[config.mk]
export PLATFORM = sky130hd
export DESIGN_NAME = datapath_pipe_flat
export DESIGN_NICKNAME = d
export VERILOG_FILES = /design/src/rtl/datapath_pipe_if.sv /design/src/rtl/datapath_pipe.sv /design/src/flat_wrapper.sv
export SDC_FILE = /design/constraint.sdc
export NUM_CORES = 1
export LEC_CHECK = 0
export CORE_UTILIZATION = 55
export CTS_BUF_LIST = sky130_fd_sc_hd__clkbuf_8
export DETAILED_ROUTE_END_ITERATION = 8
export PLACE_DENSITY_LB_ADDON = 0.12
export SETUP_SLACK_MARGIN = 0.1
export SYNTH_ARGS = -nofsm -noshare
export SYNTH_HDL_FRONTEND = slang
export SYNTH_SLANG_ARGS = --single-unit
[constraint.sdc]
create_clock -name clk -period 3.57 [get_ports clk]
set_input_delay 0.5355 -clock clk [delete_from_list [all_inputs] [get_ports clk]]
set_output_delay 0.5355 -clock clk [all_outputs]
set_load 0.005 [all_outputs]
[src/rtl/datapath_pipe_if.sv]
// datapath_pipe_if
//   Groups the datapath's external signals: the instruction-memory bus, the
//   run control and the observation outputs (register file and flags).
//   Parameters mirror datapath_pipe so widths line up at the instance.
//
//   Signals (direction given for the master = datapath side):
//     run        in   1            1 = advance; 0 = freeze all state
//     ins_addr   out  PC_W         instruction address (the pc, combinational)
//     ins_data   in   INS_W        instruction word for ins_addr, same cycle
//     regs_flat  out  NREG*DATA_W  R[i] at [i*DATA_W +: DATA_W]
//     flag_z     out  1            last ALU/LDI result was zero
//     flag_c     out  1            carry (ADD) / borrow (SUB)
//     halted     out  1            sticky after HALT until reset
//
//   Handshake: there is no valid/ready pair. The instruction bus is a plain
//   combinational read: ins_data must hold the word at ins_addr within the
//   same cycle. run acts as a global enable; while it is low the datapath
//   samples nothing and changes nothing, so the environment may hold or
//   change ins_data freely.
interface datapath_pipe_if #(
  parameter int DATA_W = 4,
  parameter int NREG   = 4,
  parameter int PC_W   = 4
);
  localparam int SW    = $clog2(NREG);
  localparam int PW0   = (2 * SW > DATA_W) ? 2 * SW : DATA_W;
  localparam int PW    = (PW0 > PC_W) ? PW0 : PC_W;
  localparam int INS_W = 3 + SW + PW;

  logic                     run;
  logic [PC_W-1:0]          ins_addr;
  logic [INS_W-1:0]         ins_data;
  logic [NREG*DATA_W-1:0]   regs_flat;
  logic                     flag_z;
  logic                     flag_c;
  logic                     halted;

  modport master (
    input  run,
    input  ins_data,
    output ins_addr,
    output regs_flat,
    output flag_z,
    output flag_c,
    output halted
  );

  modport slave (
    output run,
    output ins_data,
    input  ins_addr,
    input  regs_flat,
    input  flag_z,
    input  flag_c,
    input  halted
  );
endinterface

[src/rtl/datapath_pipe.sv]
// datapath_pipe
//   Two-stage CPU datapath: stage 1 fetches ins_data into IR and advances the
//   pc; stage 2 decodes and executes IR, writing back at the closing edge.
//   Because the write lands at the same edge that brings the next instruction
//   into IR, no forwarding or interlock is needed.
//
//   Ports:
//     clk   rising-edge clock
//     rst   asynchronous active-high reset
//     bus   datapath_pipe_if.master (run, ins_addr/ins_data, regs_flat,
//           flag_z, flag_c, halted)
//
//   Instruction word: op[2:0] | W[SW-1:0] | payload[PW-1:0]
//     A = payload top SW bits, B = next SW bits,
//     IMM = payload[DATA_W-1:0], TGT = payload[PC_W-1:0]
//   Ops: ADD SUB AND OR LDI JMP BZ HALT (000..111)
//
//   Configuration macro: DATAPATH_SAT_EN
//     defined   -> ADD saturates to all-ones on carry, SUB to zero on borrow
//     undefined -> ADD/SUB wrap modulo 2**DATA_W
module datapath_pipe #(
  parameter int DATA_W = 4,
  parameter int NREG   = 4,
  parameter int PC_W   = 4
) (
  input  logic              clk,
  input  logic              rst,
  datapath_pipe_if.master   bus
);
  localparam int SW    = $clog2(NREG);
  localparam int PW0   = (2 * SW > DATA_W) ? 2 * SW : DATA_W;
  localparam int PW    = (PW0 > PC_W) ? PW0 : PC_W;
  localparam int INS_W = 3 + SW + PW;

  typedef enum logic [2:0] {
    OP_ADD  = 3'b000,
    OP_SUB  = 3'b001,
    OP_AND  = 3'b010,
    OP_OR   = 3'b011,
    OP_LDI  = 3'b100,
    OP_JMP  = 3'b101,
    OP_BZ   = 3'b110,
    OP_HALT = 3'b111
  } opcode_t;

  // architectural state
  logic [PC_W-1:0]   pc_q, pc_d;
  logic [INS_W-1:0]  ir_q, ir_d;
  logic              ir_valid_q, ir_valid_d;
  logic              halted_q, halted_d;
  logic              flag_z_q, flag_z_d;
  logic              flag_c_q, flag_c_d;
  logic [DATA_W-1:0] regs_q [NREG];
  logic [DATA_W-1:0] regs_d [NREG];

  // decoded fields of IR
  opcode_t           op;
  logic [SW-1:0]     f_w;
  logic [PW-1:0]     f_p;
  logic [SW-1:0]     f_a;
  logic [SW-1:0]     f_b;
  logic [DATA_W-1:0] f_imm;
  logic [PC_W-1:0]   f_tgt;

  assign op    = opcode_t'(ir_q[INS_W-1 -: 3]);
  assign f_w   = ir_q[INS_W-4 -: SW];
  assign f_p   = ir_q[PW-1:0];
  assign f_a   = f_p[PW-1 -: SW];
  assign f_b   = f_p[PW-1-SW -: SW];
  assign f_imm = f_p[DATA_W-1:0];
  assign f_tgt = f_p[PC_W-1:0];

  // execute-stage results
  logic [DATA_W-1:0] rd_a, rd_b;
  logic [DATA_W:0]   sum, diff;
  logic [DATA_W-1:0] res;
  logic              wr_en, upd_c, c_new, taken, halt_ex;

  assign rd_a = regs_q[f_a];
  assign rd_b = regs_q[f_b];
  assign sum  = {1'b0, rd_a} + {1'b0, rd_b};
  // MSB of the extended difference is set exactly when rd_a < rd_b
  assign diff = {1'b0, rd_a} - {1'b0, rd_b};

  always_comb begin
    res     = '0;
    wr_en   = 1'b0;
    upd_c   = 1'b0;
    c_new   = 1'b0;
    taken   = 1'b0;
    halt_ex = 1'b0;
    if (ir_valid_q) begin
      case (op)
        OP_ADD: begin
          wr_en = 1'b1;
          upd_c = 1'b1;
          c_new = sum[DATA_W];
`ifdef DATAPATH_SAT_EN
          res   = sum[DATA_W] ? {DATA_W{1'b1}} : sum[DATA_W-1:0];
`else
          res   = sum[DATA_W-1:0];
`endif
        end
        OP_SUB: begin
          wr_en = 1'b1;
          upd_c = 1'b1;
          c_new = diff[DATA_W];
`ifdef DATAPATH_SAT_EN
          res   = diff[DATA_W] ? {DATA_W{1'b0}} : diff[DATA_W-1:0];
`else
          res   = diff[DATA_W-1:0];
`endif
        end
        OP_AND: begin
          wr_en = 1'b1;
          res   = rd_a & rd_b;
        end
        OP_OR: begin
          wr_en = 1'b1;
          res   = rd_a | rd_b;
        end
        OP_LDI: begin
          wr_en = 1'b1;
          res   = f_imm;
        end
        OP_JMP:  taken = 1'b1;
        OP_BZ:   taken = (rd_a == '0);
        OP_HALT: halt_ex = 1'b1;
      endcase
    end
  end

  // next-state: everything holds unless running and not halted
  always_comb begin
    pc_d       = pc_q;
    ir_d       = ir_q;
    ir_valid_d = ir_valid_q;
    halted_d   = halted_q;
    flag_z_d   = flag_z_q;
    flag_c_d   = flag_c_q;
    regs_d     = regs_q;
    if (bus.run && !halted_q) begin
      if (wr_en) begin
        regs_d[f_w] = res;
        flag_z_d    = (res == '0);
      end
      if (upd_c) begin
        flag_c_d = c_new;
      end
      if (halt_ex) begin
        // pc already points past HALT; keep it there and drop the fetch
        halted_d   = 1'b1;
        ir_valid_d = 1'b0;
      end else if (taken) begin
        // the word fetched alongside a taken branch is squashed
        pc_d       = f_tgt;
        ir_d       = bus.ins_data;
        ir_valid_d = 1'b0;
      end else begin
        pc_d       = pc_q + PC_W'(1);
        ir_d       = bus.ins_data;
        ir_valid_d = 1'b1;
      end
    end
  end

  always_ff @(posedge clk or posedge rst) begin
    if (rst) begin
      pc_q       <= '0;
      ir_q       <= '0;
      ir_valid_q <= 1'b0;
      halted_q   <= 1'b0;
      flag_z_q   <= 1'b0;
      flag_c_q   <= 1'b0;
      for (int i = 0; i < NREG; i++) begin
        regs_q[i] <= '0;
      end
    end else begin
      pc_q       <= pc_d;
      ir_q       <= ir_d;
      ir_valid_q <= ir_valid_d;
      halted_q   <= halted_d;
      flag_z_q   <= flag_z_d;
      flag_c_q   <= flag_c_d;
      regs_q     <= regs_d;
    end
  end

  assign bus.ins_addr = pc_q;
  assign bus.flag_z   = flag_z_q;
  assign bus.flag_c   = flag_c_q;
  assign bus.halted   = halted_q;

  for (genvar gi = 0; gi < NREG; gi++) begin : g_regs_flat
    assign bus.regs_flat[gi*DATA_W +: DATA_W] = regs_q[gi];
  end
endmodule

[src/flat_wrapper.sv]
// flat-port wrapper written by rule: the top's interface ports become plain ports
module datapath_pipe_flat 
#(
  parameter int DATA_W = 4,
  parameter int NREG   = 4,
  parameter int PC_W   = 4
)
  (clk, rst, bus_run, bus_ins_data, bus_ins_addr, bus_regs_flat, bus_flag_z, bus_flag_c, bus_halted);
  datapath_pipe_if #(.DATA_W(DATA_W), .NREG(NREG), .PC_W(PC_W)) bus_i ();
  input  logic clk;
  input  logic rst;
  input wire logic [$bits(bus_i.run)-1:0] bus_run;
  input wire logic [$bits(bus_i.ins_data)-1:0] bus_ins_data;
  output wire logic [$bits(bus_i.ins_addr)-1:0] bus_ins_addr;
  output wire logic [$bits(bus_i.regs_flat)-1:0] bus_regs_flat;
  output wire logic [$bits(bus_i.flag_z)-1:0] bus_flag_z;
  output wire logic [$bits(bus_i.flag_c)-1:0] bus_flag_c;
  output wire logic [$bits(bus_i.halted)-1:0] bus_halted;
  assign bus_i.run = bus_run;
  assign bus_i.ins_data = bus_ins_data;
  assign bus_ins_addr = bus_i.ins_addr;
  assign bus_regs_flat = bus_i.regs_flat;
  assign bus_flag_z = bus_i.flag_z;
  assign bus_flag_c = bus_i.flag_c;
  assign bus_halted = bus_i.halted;
  datapath_pipe #(.DATA_W(DATA_W), .NREG(NREG), .PC_W(PC_W)) u_core (.clk(clk), .rst(rst), .bus(bus_i));
endmodule
[Word-level counts from Yosys, hierarchy flattened]
Index checks and enable logic that the tools add are counted.
W data, S select, Z words.
Word-level totals
  input bits: 12
  word-level logic and storage cells: 66
  bits in registers: 33
Operators by class
  equality and inequality tests: 7
  mux-type cells: 24
  reductions and logical operators: 12
  add/sub/neg operators: 3
  bitwise logic cells: 6
  order comparisons: 4
Operators with widths (number)
  $mux W4: 7
  $pmux W4 S5: 1
  $bmux W4 S2: 2
  $bwmux W16: 1
  $eq A3 B3 Y1 const B: 4
  $mux W1: 10
  $ge A3 B3 Y1 const B: 3
  $not A2 Y3: 3
  $demux W4 S2: 1
  $logic_not A4 Y1: 2
  $reduce_and A2 Y1: 4
  $eq A3 B2 Y1 const B: 2
  $add A4 B4 Y5: 1
  $reduce_or A5 Y1: 1
  $sub A4 B4 Y5: 1
  $add A4 B1 Y4 const B: 1
  $and A4 B4 Y4: 1
  $or A4 B4 Y4: 1
  $pmux W1 S2: 2
  $eq A3 B1 Y1 const B: 1
  $logic_not A3 Y1: 1
  $lt A3 B1 Y1 const B: 1
  $logic_and A1 B1 Y1: 2
  $reduce_or A2 Y1: 1
  2 further kinds: 2

[Logic depth before layout (Yosys ltp)]
Gate-level depths: netlist of the first run.
  depth after elaboration: 9
  depth in mapped cells: 11

[Worst setup path after synthesis of the first run]
No wires, ideal clock.
  path type: register to register
  from: reg u_core.ir_q[0]
  to: reg u_core.regs_q, in the netlist u_core.bus.regs_flat[1]
  setup time: 0.125 ns
  clock period less this slack: 2.812 ns
  stages on the path, launching flop included: 11
  arrival time: 2.687 ns
  buffers on the path: 1
  required time: 3.445 ns
  setup slack: 0.758 ns
  path through: dfrtp_1 clkbuf_1 mux4_2 ha_1 inv_1 fa_1 nand2b_1 a32oi_1 a2bb2oi_1 nor2_1 mux2_2
On the way
  longest elaborated chain between the ends: 8
  elaborated cells between the ends (all ways): 11
  classes of those cells: add/sub (2); mux (6); bitwise (3)
Ends and longest elaborated chain
  start: declaration: RTL line datapath_pipe.sv:48  | logic [INS_W-1:0] ir_q, ir_d;
  start signal: assignment: RTL line datapath_pipe.sv:180  | ir_q <= ir_d;
  $not A2 Y3 (implied by the code) (*): RTL line datapath_pipe.sv:80  | assign rd_b = regs_q[f_b];
  $bmux W4 S2 (*): RTL line datapath_pipe.sv:80
  $mux W4 (implied by the code) (*) (2 in series): RTL line datapath_pipe.sv:80
  $sub A4 B4 Y5, or another cell as far along: RTL line datapath_pipe.sv:83  | assign diff = {1'b0, rd_a} - {1'b0, rd_b};
  $pmux W4 S5 (*): RTL line datapath_pipe.sv:93  | case (op)
  $mux W4 (*): RTL line datapath_pipe.sv:92  | if (ir_valid_q) begin
  $bwmux W16 (*): RTL line datapath_pipe.sv:144  | regs_d[f_w] = res;
  end signal: assignment: RTL line datapath_pipe.sv:185  | regs_q <= regs_d;
  end: declaration: RTL line datapath_pipe.sv:53  | logic [DATA_W-1:0] regs_q [NREG];
Mark *: on every way between the ends. The rest lies on a longest branch, timed or not. The select of a mux whose other input is x is not followed.
A chain may end at the register's enable or synchronous reset.

[Worst setup path after layout of the first run]
  from: reg u_core.ir_q[2]
  to: reg u_core.regs_q, in the netlist u_core.bus.regs_flat[9]
On the way
  longest elaborated chain between the ends: 8
  elaborated cells between the ends (all ways): 11
  classes of those cells: add/sub (2); mux (6); bitwise (3)
Ends and longest elaborated chain
  $not A2 Y3 (implied by the code) (*): RTL line datapath_pipe.sv:79  | assign rd_a = regs_q[f_a];
  $bmux W4 S2 (*): RTL line datapath_pipe.sv:79
  $mux W4 (implied by the code) (*) (2 in series): RTL line datapath_pipe.sv:79
  $sub A4 B4 Y5, or another cell as far along: RTL line datapath_pipe.sv:83
  $pmux W4 S5 (*): RTL line datapath_pipe.sv:93
  $mux W4 (*): RTL line datapath_pipe.sv:92
  $bwmux W16 (*): RTL line datapath_pipe.sv:144
Marked as above.

==> impl_metrics.json, run 1 <==
{
  "die_w_um": 64.2,
  "start_util": 0.577,
  "whs_path_depth": 2,
  "grt_pass1_vias": 1700,
  "worst_ep_required_time_ps": 3740,
  "vdd_drop_max_mv": 0.520,
  "cts_tree": "yes",
  "grt_max_degree": 34,
  "fin_ws_ps": 399,
  "n_antenna_cell": 0,
  "synth-edff-count": 0,
  "track_usage": 0.271,
  "ys.flop_type": "dfrtp_1",
  "status": "finished, final reports clean",
  "cts_hold_buf": 0,
  "synth_common_cells": "nand2_1 (34), dfrtp_1 (33), inv_1 (20)",
  "hold-path-endpoint": "u_core.bus.flag_c$_DFFE_PP0P_",
  "tightest_slew_ps": 661,
  "reg2reg_slack_ps": 400,
  "ys_types": 41,
  "port_buffers": 34,
  "synthToLayoutAreaGrowth_pct": 21.3,
  "num_io_pins": 35,
  "maxSlewViolCount": 0,
  "yosysTopAreaCell": "dfrtp_1",
  "synth_seq_area_share": 0.388,
  "htree_levels": 2,
  "row_count": 22,
  "max_slew_margin": 0.559,
  "r2r_end": "u_core.bus.regs_flat[9]$_DFFE_PP0P_",
  "cts_resized": 0,
  "drc_errors": 0,
  "crit_fanout": 7,
  "min_period_over_period": 0.888,
  "die_h_um": 64.2,
  "syn_inst": 209,
  "grt_first_pass_wirelength_um": 8390,
  "finalCriticalPeriod_ps": 3170,
  "rsz0062_at_grt": "false",
  "min_from": "u_core.bus.flag_c$_DFFE_PP0P_",
  "fp.coreArea_um2": 3690,
  "clk_latency_ps": 290,
  "worstPathArrival_ps": 3340,
  "clock_skew_ps": 5.11,
  "dr.pass1.iters": 4,
  "clkSlewWorstSetupHoldPaths_ps": 70,
  "p_leak_nw": 1.17,
  "yosys-top-cells-area": "dfrtp_1 (39%), mux2_2 (8.5%), ha_1 (7.6%)",
  "ys_ff_latch": 33,
  "fin_cells": 290,
  "drive_above_1_share": 0.136,
  "dp.cells": 283,
  "synth.most_common_cell": "nand2_1",
  "fmax_mhz": 315,
  "final.setup.tns_ps": 0,
  "min_path_type": "reg -> reg",
  "numCtsBuffers": 5,
  "num_vias": 1685,
  "cts-root-buf": "clkbuf_8",
  "die-area_um2": 4120,
  "hpwl_um": 3710,
  "setup_viol": 0,
  "antenna_left": 0,
  "hold_viol": 0,
  "clockBufferDepth": 2,
  "post-place-ws_ps": 432,
  "crit_path_end_kind": "flip-flop",
  "antenna_found_initial": 0,
  "max_cap_violations": 0,
  "cp-start-kind": "flip-flop",
  "r2r_start": "u_core.ir_q[2]$_DFFE_PP0P_",
  "grt_overflow": 0,
  "r2r_cells": 10,
  "yosys_warnings": 0,
  "drtIter0Drc": 215,
  "nFillCells": 308,
  "synth_nets": 236,
  "postCtsSetupBuffers": 0,
  "viasPerCell": 5.81,
  "post_drt_wl_per_cell_um": 16.9,
  "syn_area_per_cell_um2": 10.2,
  "synth_area_um2": 2130,
  "path_class": "reg -> reg",
  "synth_top_area_share": 0.388,
  "fin_nets": 269,
  "power.density_nw_per_um2": 876,
  "drt-total-wl_um": 4910,
  "ys_async_sr_fraction": 1.00,
  "clock_sinks": 33,
  "finalWeightedCongestion": 0.889
}
-- critical path, stage by stage, from the launching register on --
cell	delay, ps
dfrtp_1	530
mux4_1	710
inv_1	130
ha_1	180
inv_1	60
fa_1	430
nand2b_1	150
a32oi_1	230
a2bb2oi_1	220
nor2_1	130
mux2_2	280
-- sequential cells by signal (all words and copies together), names as in the netlist --
signal and count:
u_core.ir_valid_q 1, u_core.bus.halted 1, u_core.bus.ins_addr 4, u_core.bus.flag_c 1, u_core.bus.flag_z 1, u_core.bus.regs_flat 16
u_core.ir_q 9
-- logic make-up after synthesis --
kind of cell               after synthesis  share of synthesized area
muxes                                   28                      0.192
DFF                                     33                      0.388
adders and majority gates               15                     0.0952
and+or+nand+nor                         69                      0.150
buffers and inverters                   29                     0.0547
AOI/OAI and AO/OA                       33                      0.112
xor gates and xnor gates                 2                    0.00823
-- routing by layer --
metal  routed length, um  share of wire  track usage  vias up
li1                    -              -            -      793
met2                2350           0.48        0.411       56
met5                   0              0            0        -
met1                2250           0.46        0.388      827
met4                  88          0.018       0.0944        0
met3                 223          0.045       0.0536        9
-- per-stage QoR --
stage	hold slack, ps	power, W	util	cell area [um^2]
detailed placement	477	0.00197	0.676	2490
global placement	464	0.00192	0.676	2490
global route	540	0.00244	0.700	2580
CTS	497	0.00226	0.700	2580
floorplan	470	0.00153	-	2130
finish	485	0.00226	0.700	2580
-- cell type report --
| type | instances | area (um^2) | share of cell area |
|---|---|---|---|
| Clock buffer | 6 | 82.6 | 0.0320 |
| Clock inverter | 1 | 3.75 | 0.00145 |
| Sequential cell | 33 | 826 | 0.320 |
| Multi-Input combinational cell | 147 | 1190 | 0.460 |
| Tap cell | 48 | 60.1 | 0.0233 |
| Inverter | 20 | 75.1 | 0.0291 |
| Timing Repair Buffer | 35 | 348 | 0.135 |
-- cells in the final DEF (no fill, tap or decap), drive strengths merged, types with 2 or more instances in the layout --
master         synthesis  routed
nand2                 34      34
clkdlybuf4s50          0      34
dfrtp                 33      33
inv                   20      21
mux2                  16      16
ha                    13      13
nor2                  11      11
o21ai                  9       9
mux4                   8       8
nand3                  6       6
clkbuf                 8       6
nor2b                  4       4
mux2i                  4       4
a21oi                  4       4
nor3                   3       3
a22oi                  3       3
nand4                  2       2
and2                   2       2
o21bai                 2       2
a32oi                  2       2
nand2b                 2       2
a2bb2oi                2       2
o21a                   2       2
fa                     2       2
o22ai                  2       2
a22o                   2       2
-- how the worst max path moves through the flow --
stage / to / start / depth (start not counted) / slack, ps
2_1_floorplan: u_core.bus.regs_flat[1]$_DFFE_PP0P_ / u_core.ir_q[0]$_DFFE_PP0P_ / 10 / 760
3_3_place_gp: u_core.bus.regs_flat[1]$_DFFE_PP0P_ / u_core.ir_q[2]$_DFFE_PP0P_ / 10 / 550
3_5_place_dp: u_core.bus.regs_flat[9]$_DFFE_PP0P_ / u_core.ir_q[2]$_DFFE_PP0P_ / 10 / 430
4_1_cts: u_core.bus.regs_flat[9]$_DFFE_PP0P_ / u_core.ir_q[2]$_DFFE_PP0P_ / 10 / 420
5_1_grt: u_core.bus.regs_flat[13]$_DFFE_PP0P_ / u_core.ir_q[2]$_DFFE_PP0P_ / 10 / 240
6_report: u_core.bus.regs_flat[9]$_DFFE_PP0P_ / u_core.ir_q[2]$_DFFE_PP0P_ / 10 / 400
-- report_power, final --
group | internal (W) | leakage (nW) | total [W] | switching (W)
Combinational | 0.000638 | 0.697 | 0.00119 | 0.000553
Clock | 0.000150 | 0.0485 | 0.000281 | 0.000131
Sequential | 0.000531 | 0.425 | 0.000789 | 0.000258
No activity file was read; power rests on OpenSTA's default activity.
==> run 2, diff against run 1 <==
SLEW_MARGIN = 15   (was default)
==> results of run 2 <==
Final layout, timing and power as in run 1 (identical DEF).
